### config.mk
export PLATFORM = sky130hd
export DESIGN_NAME = video_fill_dma
export DESIGN_NICKNAME = d
export VERILOG_FILES = /design/src/rtl/video_fill_dma.sv
export SDC_FILE = /design/constraint.sdc
export NUM_CORES = 1
export LEC_CHECK = 0
export ABC_AREA = 0
export CAP_MARGIN = 20
export CORE_UTILIZATION = 59
export DETAILED_ROUTE_END_ITERATION = 8
export PLACE_DENSITY = 0.95
export SETUP_SLACK_MARGIN = 0.15
export SLEW_MARGIN = 30
export SYNTH_ARGS = -nofsm -noshare
export SYNTH_HDL_FRONTEND = slang
export SYNTH_SLANG_ARGS = --single-unit
### constraint.sdc
create_clock -name clk -period 8.4 [get_ports clk]
set_input_delay 1.26 -clock clk [delete_from_list [all_inputs] [get_ports clk]]
set_output_delay 1.26 -clock clk [all_outputs]
set_load 0.05 [all_outputs]
### src/rtl/video_fill_dma.sv
// video_fill_dma: rectangle-fill engine for the 80x60 framebuffer.
// A 3-word iomem slave window (CTRL/RECT/COLOR) programs the fill; an
// iomem-style master then issues one 32-bit write per pixel of the clipped
// rectangle into the selected framebuffer segment.
//
// state | meaning
// IDLE  | waiting for a start write; done holds the last completion status
// CLIP  | one cycle: clip the rectangle against the screen, seed counters
// RUN   | fb_valid high, one beat per fb_ready until the rectangle is filled
module video_fill_dma #(
  parameter logic [31:0] REG_BASE = 32'h3000_0030,
  parameter logic [31:0] FB_ADDR0 = 32'h1000_0000,
  parameter logic [31:0] FB_ADDR1 = 32'h1000_8000,
  parameter int          XRES     = 80,
  parameter int          YRES     = 60
) (
  input  logic        clk,
  input  logic        resetn,
  input  logic        iomem_valid,
  output logic        iomem_ready,
  input  logic [3:0]  iomem_wstrb,
  input  logic [31:0] iomem_addr,
  input  logic [31:0] iomem_wdata,
  output logic [31:0] iomem_rdata,
  output logic        fill_sel,
  output logic        fb_valid,
  input  logic        fb_ready,
  output logic [31:0] fb_addr,
  output logic [31:0] fb_wdata,
  output logic [3:0]  fb_wstrb,
  output logic        busy
);

  localparam logic [7:0]  L_XRES   = 8'(XRES);
  localparam logic [6:0]  L_YRES   = 7'(YRES);
  localparam logic [15:0] L_STRIDE = 16'(XRES * 4);

  typedef enum logic [1:0] {S_IDLE, S_CLIP, S_RUN} state_t;

  state_t      r_state;
  logic        r_ready;
  logic [31:0] r_rdata;
  logic [6:0]  r_x0;
  logic [5:0]  r_y0;
  logic [6:0]  r_w;
  logic [5:0]  r_h;
  logic [23:0] r_color;
  logic        r_seg;
  logic        r_done;
  logic        r_abort_pend;
  logic [6:0]  r_x;
  logic [5:0]  r_y;
  logic [7:0]  r_x_end;
  logic [6:0]  r_y_end;
  logic [31:0] r_row_base;
  logic        r_fb_valid;
  logic [31:0] r_fb_addr;
  logic [31:0] r_fb_wdata;

  logic        w_sel_ctrl, w_sel_rect, w_sel_color;
  logic        w_hit, w_wr, w_busy, w_start, w_abort;
  logic [31:0] w_rd_data;
  logic [7:0]  w_x_sum, w_x_end;
  logic [6:0]  w_y_sum, w_y_end;
  logic        w_empty;
  logic [31:0] w_seg_base, w_row_start, w_next_row;
  logic [15:0] w_row_off;
  logic [6:0]  w_x_next;
  logic [5:0]  w_y_next;
  logic        w_unused;

  assign w_sel_ctrl  = (iomem_addr == REG_BASE);
  assign w_sel_rect  = (iomem_addr == REG_BASE + 32'd4);
  assign w_sel_color = (iomem_addr == REG_BASE + 32'd8);
  // Blocking on r_ready makes the acknowledge a single-cycle pulse.
  assign w_hit   = !r_ready && iomem_valid && (w_sel_ctrl || w_sel_rect || w_sel_color);
  assign w_wr    = w_hit && (iomem_wstrb != 4'd0);
  assign w_busy  = (r_state != S_IDLE);
  // Abort in the same CTRL write suppresses start.
  assign w_start = w_wr && w_sel_ctrl && iomem_wdata[0] && !iomem_wdata[2] && !w_busy;
  assign w_abort = w_wr && w_sel_ctrl && iomem_wdata[2];

  assign w_x_sum     = {1'b0, r_x0} + {1'b0, r_w};
  assign w_x_end     = (w_x_sum > L_XRES) ? L_XRES : w_x_sum;
  assign w_y_sum     = {1'b0, r_y0} + {1'b0, r_h};
  assign w_y_end     = (w_y_sum > L_YRES) ? L_YRES : w_y_sum;
  assign w_empty     = (r_w == 7'd0) || (r_h == 6'd0) ||
                       ({1'b0, r_x0} >= L_XRES) || ({1'b0, r_y0} >= L_YRES);
  assign w_seg_base  = r_seg ? FB_ADDR1 : FB_ADDR0;
  assign w_row_off   = {10'd0, r_y0} * L_STRIDE;
  assign w_row_start = w_seg_base + {16'd0, w_row_off};
  assign w_next_row  = r_row_base + {16'd0, L_STRIDE};
  assign w_x_next    = r_x + 7'd1;
  assign w_y_next    = r_y + 6'd1;

  assign w_unused = &{1'b0, iomem_wdata[31:30], iomem_wdata[15:14], iomem_wdata[7]};

  // Read-back mux for the register window.
  always_comb begin
    w_rd_data = 32'd0;
    if (w_sel_ctrl)       w_rd_data = {29'd0, r_seg, r_done, w_busy};
    else if (w_sel_rect)  w_rd_data = {2'b0, r_h, 1'b0, r_w, 2'b0, r_y0, 1'b0, r_x0};
    else if (w_sel_color) w_rd_data = {8'd0, r_color};
  end

  // Slave side: registered acknowledge/read data, config writes only while idle.
  always_ff @(posedge clk or negedge resetn) begin
    if (!resetn) begin
      r_ready <= 1'b0;
      r_rdata <= 32'd0;
      r_x0    <= 7'd0;
      r_y0    <= 6'd0;
      r_w     <= 7'd0;
      r_h     <= 6'd0;
      r_color <= 24'd0;
      r_seg   <= 1'b0;
    end else begin
      r_ready <= w_hit;
      r_rdata <= w_hit ? w_rd_data : 32'd0;
      if (w_wr && !w_busy) begin
        if (w_sel_ctrl) r_seg <= iomem_wdata[1];
        if (w_sel_rect) begin
          r_x0 <= iomem_wdata[6:0];
          r_y0 <= iomem_wdata[13:8];
          r_w  <= iomem_wdata[22:16];
          r_h  <= iomem_wdata[29:24];
        end
        if (w_sel_color) r_color <= iomem_wdata[23:0];
      end
    end
  end

  // Fill FSM: clip, then walk the rectangle row by row one beat per fb_ready.
  always_ff @(posedge clk or negedge resetn) begin
    if (!resetn) begin
      r_state      <= S_IDLE;
      r_done       <= 1'b0;
      r_abort_pend <= 1'b0;
      r_x          <= 7'd0;
      r_y          <= 6'd0;
      r_x_end      <= 8'd0;
      r_y_end      <= 7'd0;
      r_row_base   <= 32'd0;
      r_fb_valid   <= 1'b0;
      r_fb_addr    <= 32'd0;
      r_fb_wdata   <= 32'd0;
    end else begin
      case (r_state)
        S_IDLE: begin
          r_abort_pend <= 1'b0;
          if (w_start) begin
            r_done  <= 1'b0;
            r_state <= S_CLIP;
          end
        end
        S_CLIP: begin
          if (w_abort) begin
            r_state <= S_IDLE;
          end else if (w_empty) begin
            r_done  <= 1'b1;
            r_state <= S_IDLE;
          end else begin
            r_x        <= r_x0;
            r_y        <= r_y0;
            r_x_end    <= w_x_end;
            r_y_end    <= w_y_end;
            r_row_base <= w_row_start;
            r_fb_addr  <= w_row_start + {23'd0, r_x0, 2'b00};
            r_fb_wdata <= {8'd0, r_color};
            r_fb_valid <= 1'b1;
            r_state    <= S_RUN;
          end
        end
        S_RUN: begin
          if (r_fb_valid && fb_ready) begin
            if (r_abort_pend || w_abort) begin
              r_fb_valid   <= 1'b0;
              r_abort_pend <= 1'b0;
              r_state      <= S_IDLE;
            end else if ({1'b0, w_x_next} < r_x_end) begin
              r_x       <= w_x_next;
              r_fb_addr <= r_fb_addr + 32'd4;
            end else if ({1'b0, w_y_next} < r_y_end) begin
              r_x        <= r_x0;
              r_y        <= w_y_next;
              r_row_base <= w_next_row;
              r_fb_addr  <= w_next_row + {23'd0, r_x0, 2'b00};
            end else begin
              r_fb_valid <= 1'b0;
              r_done     <= 1'b1;
              r_state    <= S_IDLE;
            end
          end else if (w_abort) begin
            r_abort_pend <= 1'b1;
          end
        end
        default: begin
          r_fb_valid <= 1'b0;
          r_state    <= S_IDLE;
        end
      endcase
    end
  end

  assign iomem_ready = r_ready;
  assign iomem_rdata = r_rdata;
  assign fill_sel    = w_hit;
  assign fb_valid    = r_fb_valid;
  assign fb_addr     = r_fb_addr;
  assign fb_wdata    = r_fb_wdata;
  assign fb_wstrb    = r_fb_valid ? 4'b1111 : 4'b0000;
  assign busy        = w_busy;

endmodule

==> results of run 1 <==
## worst max-delay path, delay by kind of cell
kind / cells / cell delay, ns
simple gates: 4 / 1.22
buf+inv: 3 / 1.46
## power by group
part / internal [mW] / leakage, nW / total [mW] / switching, mW
Clock: 0.404 / 0.295 / 0.839 / 0.434
Sequential: 0.943 / 2.67 / 0.943 / 0.00000000000448
Combinational: 0.0318 / 3.24 / 0.0699 / 0.0380
## final timing paths
path	to	cells past startpoint
max in group asynchronous	fb_addr[2]$_DFFE_PN0P_	2
setup reg to reg	fb_addr[26]$_DFFE_PN0P_	11
min in group asynchronous	iomem_rdata[3]$_DFF_PN0_	1
hold / removal	fb_wdata[0]$_DFFE_PN0P_	2
hold reg to reg	fb_wdata[0]$_DFFE_PN0P_	2
setup / recovery	fill_sel	7
## cells in the final DEF, fill, tap and decap left out, types with 14 or more instances in the layout
cell type / instances
dfrtp_1: 196
nand2_1: 165
clkdlybuf4s50_1: 162
nor2_1: 95
o21ai_0: 65
a21oi_1: 58
mux2_2: 51
inv_1: 46
ha_1: 45
xnor2_1: 38
nand3_1: 32
xor2_1: 30
nor3_1: 22
nor4_1: 18
a22oi_1: 17
clkbuf_16: 17
nand4_1: 16
mux2i_1: 15
a21o_1: 14
## synthesized netlist by cell type (all sizes together), types with 5 or more instances
cell type / number / area (sq um)
clkbuf: 39 / 146
or4: 7 / 52.6
ha: 46 / 576
or3: 10 / 62.6
mux2: 51 / 574
xnor2: 38 / 333
o22ai: 6 / 37.5
o21bai: 6 / 45.0
nor3b: 7 / 57.6
nand3: 35 / 205
xor2: 30 / 263
a21boi: 7 / 56.3
nand2: 165 / 619
buf: 36 / 230
inv: 46 / 173
a22oi: 17 / 128
nand4: 17 / 121
a22o: 7 / 61.3
dfrtp: 196 / 4900
o211ai: 11 / 96.3
o31ai: 8 / 73.8
o21a: 9 / 67.6
and2: 10 / 62.6
nor3: 23 / 115
a21o: 14 / 105
nor2b: 13 / 81.3
a31oi: 10 / 62.6
nor4: 22 / 189
nor2: 96 / 360
mux2i: 15 / 150
and3: 12 / 77.6
nand4b: 5 / 43.8
o21ai: 75 / 383
a21oi: 59 / 307
nand2b: 7 / 43.8
## per-layer routing
| metal | routed length (microns) | GRT usage, % |
|---|---|---|
| met5 | 0 | 0 |
| met4 | 1400 | 14.7 |
| met3 | 3750 | 9.19 |
| met2 | 16400 | 58.5 |
| met1 | 12700 | 42.8 |
## registers in the layout, indices dropped and copies added (netlist names)
| register | cells |
|---|---|
| r_state | 2 |
| iomem_rdata | 30 |
| r_y | 6 |
| r_h | 6 |
| r_done | 1 |
| r_w | 7 |
| r_x_end | 8 |
| iomem_ready | 1 |
| r_seg | 1 |
| r_row_base | 26 |
| fb_valid | 1 |
| r_y_end | 7 |
| fb_wdata | 24 |
| r_y0 | 6 |
| fb_addr | 31 |
| r_x0 | 7 |
| r_x | 7 |
| r_color | 24 |
| r_abort_pend | 1 |
## through the flow
stage	cell area (sq um)	std cells	util, %	hold slack (ns)
after global routing	13900	1627	73.4	0.521
final	13900	1627	73.4	0.489
after CTS	13900	1626	73.2	0.492
after floorplan	11600	1234	-	0.444
after global placement	13300	1594	70.0	0.460
after detailed placement	13300	1594	70.0	0.469
## kinds of logic after synthesis
group	after synthesis
XOR/XNOR	68
AND/OR/NAND/NOR	449
AO/OA/AOI/OAI	274
adder cells (fa/ha/maj)	50
multiplexers	66
flip-flops	196
other	1
buffers and inverters	121
## cell type report
cell class              count  area, sq um  share of cell area, %
repair buffers            176         1760                   12.6
clock inverters            15          183                   1.31
multi-input cells         917         6150                   44.2
clock buffers              17          425                   3.06
well taps                 260          325                   2.34
inverters                  46          173                   1.24
flip-flops and latches    196         4900                   35.2
==> results.yml, run 1 <==
outcome:
  status: "completed"
sta:
  fin_crit_sh_pct: 61.9
  maxSlewViolCount: 0
  tightest_slew_ns: 1.04
  setup_viol: 0
  hold_viol_final: 0
  setup_ws_ns: 3.20
  tns_ns: 0
  rsz0062_at_grt: "no"
  fin_worst_skew_ns: 0.0138
  timing.fmax_mhz: 192
  period_needed_ns: 5.20
  slew_headroom_pct: 30.6
clock_network:
  cts_buffers: 17
  clkSlewWorstSetupHoldPaths_ns: 0.07
  cts_num_sinks: 196
  cts.repair.resized: 0
  clockBufferDepth: 2
  cts_max_level: 4
  clk_latency_ns: 0.46
  hold_buffers: 0
  post_cts_buffers: 0
  cts_tree: "yes"
  clockRootBuffer: "clkbuf_16"
finish:
  antenna_cells: 0
  nets: 1476
  area_growth_pct: 20.4
  nFillCells: 1191
  drive_gt1_share_pct: 9.36
worst_setup_path:
  crit_required_ns: 7.14
  slowest_delay_ns: 0.82
  path_cells: "clkdlybuf4s50_1, nor4bb_1, nand4_1, nor2_1, nand2_1, inv_1, clkdlybuf4s50_1"
  path_class: "in -> out"
  end_kind: "output pin"
  critPathMaxFanout: 7
  cp_slowest_cell: "clkdlybuf4s50_1"
  crit_arrival_ns: 3.94
  startpoint_type: "input pin"
  crit_path_frequent_cell: "clkdlybuf4s50_1"
  startpoint: "iomem_addr[5]"
  rrSetupSlack_ns: 4.07
  rr_startpoint: "r_x[0]$_DFFE_PN0P_"
synth:
  synth_top_family_by_area: "simple AND/OR/NAND/NOR gates"
  yosysSeqAreaShare_pct: 42.4
  syn-cell-area_sq_mm: 0.0116
  synth_cell_types: 91
  synth_async_sr_flop_share_pct: 100
  synth_xor_area_share_pct: 5.15
  synth-seq-cells: 196
  synth_compound_area_share_pct: 16.0
  synth_edf_count: 0
  synth-simple-area-share_pct: 19.7
  ys_warn_count: 0
  synthFlopType: "dfrtp_1"
  synth_mux_area_share_pct: 6.27
  synth_cells: 1225
  syn_avg_cell_area_sq_um: 9.43
  synthAdderAreaFrac_pct: 5.67
global_routing:
  grt_max_degree: 122
  grt_overflow: 0
  antenna_found_initial: 0
  track_usage_pct: 34.9
  grt_pass1_vias: 10553
  grt_pass1_wl_microns: 54600
placement:
  dp_slack_ns: 3.40
  io_buffers: 163
  dpl.hpwl_microns: 22900
  place_congestion: 0.934
routing:
  post_drt_wl_per_cell_microns: 21.1
  ant_nets: 0
  first_iter_violations: 1138
  viasPerCell: 6.51
  wl_microns: 34300
  dr_total_vias: 10593
  drt_first_pass_iters: 6
  drc: 0
power_and_ir_drop:
  power_mw: 1.85
  p_leak_nw: 6.20
  irDropWorstVdd_uv: 143
  power_density_mw_per_mm2: 133
floorplan:
  core-area_sq_mm: 0.0190
  die_h_microns: 142
  num_rows: 50
  ios: 176
  start_util_pct: 61.0
  die_w_microns: 142
  dieArea_sq_mm: 0.0201
hold_path:
  worstHoldStart: "fb_wdata[0]$_DFFE_PN0P_"
  min_path_type: "reg -> reg"
run:
  max_cap_viol_count: 0
Power figures use the tool's default switching activity.
==> run 2: changes to the inputs <==
--- a/config.mk
+++ b/config.mk
@@ -7,9 +7,9 @@
 export LEC_CHECK = 0
 export ABC_AREA = 0
 export CAP_MARGIN = 20
-export CORE_UTILIZATION = 59
+export CORE_UTILIZATION = 50
 export DETAILED_ROUTE_END_ITERATION = 8
-export PLACE_DENSITY = 0.95
+export PLACE_DENSITY = 0.88
 export SETUP_SLACK_MARGIN = 0.15
 export SLEW_MARGIN = 30
 export SYNTH_ARGS = -nofsm -noshare
==> constraint.sdc (replaced) <==
create_clock -name clk -period 4.5 [get_ports clk]
set_input_delay 0.675 -clock clk [delete_from_list [all_inputs] [get_ports clk]]
set_output_delay 0.675 -clock clk [all_outputs]
set_load 0.05 [all_outputs]
==> run 2 against run 1 <==
  * Non-clock buffer count rose by 10
  * Clock power rose by 88%
  * Clock skew rose by 0.00085 ns
  * Sequential share of layout area fell by 0.25 points
  * Clock-buffer cell count did not move
  * Largest cell class unchanged
  * Worst hold slack got worse by 0.38 ns
  * First-iteration DRC count fell by 4.5%
  * Critical path depth rose by 4
  * Worst setup slack got worse by 2.5 ns
==> results.yml, run 2 (same netlist as run 1, synthesis figures left out) <==
worst_setup_path:
  crit_required_ns: 4.84
  slowest_delay_ns: 0.68
  r2r_cells: 11
  cp_slowest_cell: "nand4b_1"
  rrSetupSlack_ns: 0.68
  path_cells: "nand3_1, nor2_1, xor2_1, ha_1, and3_1, a211oi_1, a311o_1, nor3b_2, nand4b_1, buf_4, o31ai_1"
  cp_top_family: "simple AND/OR/NAND/NOR gates"
  r2r-end: "r_row_base[24]$_DFFE_PN0P_"
  path_class: "reg -> reg"
  rr_startpoint: "r_y[0]$_DFFE_PN0P_"
  startpoint_type: "flop"
  startpoint: "r_y[0]$_DFFE_PN0P_"
  crit_arrival_ns: 4.15
  end_kind: "flop"
  critPathMaxFanout: 15
  crit_buf_inv: 1
clock_network:
  cts_num_sinks: 196
  clkSlewWorstSetupHoldPaths_ns: 0.08
  cts.repair.resized: 0
  clockRootBuffer: "clkbuf_16"
  cts_tree: "yes"
  clk_latency_ns: 0.45
  cts_max_level: 4
  clockBufferDepth: 2
  hold_buffers: 0
  post_cts_buffers: 0
  cts_buffers: 17
sta:
  hold_viol_final: 0
  slew_headroom_pct: 38.3
  fin_crit_sh_pct: 84.8
  timing.fmax_mhz: 262
  maxSlewViolCount: 0
  setup_viol: 0
  rsz0062_at_grt: "no"
  fin_worst_skew_ns: 0.0146
  tns_ns: 0
  setup_ws_ns: 0.684
  tightest_slew_ns: 0.917
  period_needed_ns: 3.82
placement:
  io_buffers: 163
  dpl.hpwl_microns: 22400
  dpl_cell_area_sq_mm: 0.0134
  dpl.cell_count: 1629
  dp_slack_ns: 0.652
  place_congestion: 0.918
global_routing:
  grt_max_degree: 112
  grt_pass1_vias: 10097
  grt_overflow: 0
  antenna_found_initial: 0
  grt_pass1_wl_microns: 51800
  track_usage_pct: 27.6
floorplan:
  start_util_pct: 51.0
  die_w_microns: 154
  ios: 176
  dieArea_sq_mm: 0.0237
  num_rows: 55
  core-area_sq_mm: 0.0226
  die_h_microns: 154
routing:
  post_drt_wl_per_cell_microns: 19.4
  wl_microns: 32300
  ant_nets: 0
  drc: 0
  first_iter_violations: 1087
  drt_first_pass_iters: 5
  dr_total_vias: 10238
  viasPerCell: 6.16
finish:
  area_growth_pct: 21.3
  nets: 1486
  layout_common_cells: "dfrtp_1, nand2_1, clkdlybuf4s50_1"
  multi_input_area_sq_mm: 0.00614
  stdcell_area_sq_mm: 0.0140
  seqCellArea_sq_mm: 0.00490
  antenna_cells: 0
  nFillCells: 1732
  largest_register_ffs: 31
  instances_no_fill: 1661
  fin_util_pct: 61.9
  drive_gt1_share_pct: 9.88
  final_common_cell: "dfrtp_1"
outcome:
  status: "completed"
run:
  max_cap_viol_count: 0
hold_path:
  min_path_type: "in -> async"
power_and_ir_drop:
  p_leak_nw: 6.25
  irDropWorstVdd_uv: 208
  power_density_mw_per_mm2: 248
run 2: power by group:
group          internal (mW)    switching (mW)
clock                  0.803             0.777
combinational         0.0600            0.0702
sequential              1.76  0.00000000000764
run 2: final cells by class:
type,instances,area share [%]
Clock buffer,17,3.04
Clock inverter,14,1.29
Inverter,46,1.23
Multi-Input combinational cell,917,43.8
Sequential cell,196,35.0
Tap cell,285,2.54
Timing Repair Buffer,186,13.0
run 2: how the worst max path moves through the flow:
stage | endpoint | slack (ns) | cells past startpoint
finish | r_row_base[24]$_DFFE_PN0P_ | 0.68 | 11
floorplan | r_row_base[10]$_DFFE_PN0P_ | 1.40 | 13
detailed placement | fill_sel | 0.65 | 7
global route | r_row_base[11]$_DFFE_PN0P_ | 0.42 | 12
global placement | fill_sel | 0.82 | 7
CTS | r_row_base[24]$_DFFE_PN0P_ | 0.75 | 11
run 2: worst reg2reg max path, stage by stage, from the launching register on:
cell      delay [ns]
dfrtp_1         0.42
nand3_1         0.14
nor2_1          0.15
xor2_1          0.25
ha_1            0.31
and3_1          0.20
a211oi_1        0.24
a311o_1         0.31
nor3b_2         0.27
nand4b_1        0.68
buf_4           0.46
o31ai_1         0.28
run 2: metrics by stage:
step           power, mW  hold WS, ns
2_1_floorplan       1.83        0.379
4_1_cts             3.47        0.378
5_1_grt             3.56        0.115
3_3_place_gp        1.92        0.460
6_report            3.47        0.111
3_5_place_dp        1.92        0.461
run 2: metal layers:
layer | routed length, microns | track usage (%) | up-vias
li1 | - | - | 4621
met5 | 0 | 0 | -
met3 | 2590 | 6.17 | 97
met4 | 1230 | 12.9 | 0
met2 | 15400 | 45.3 | 528
met1 | 13000 | 34.8 | 4992
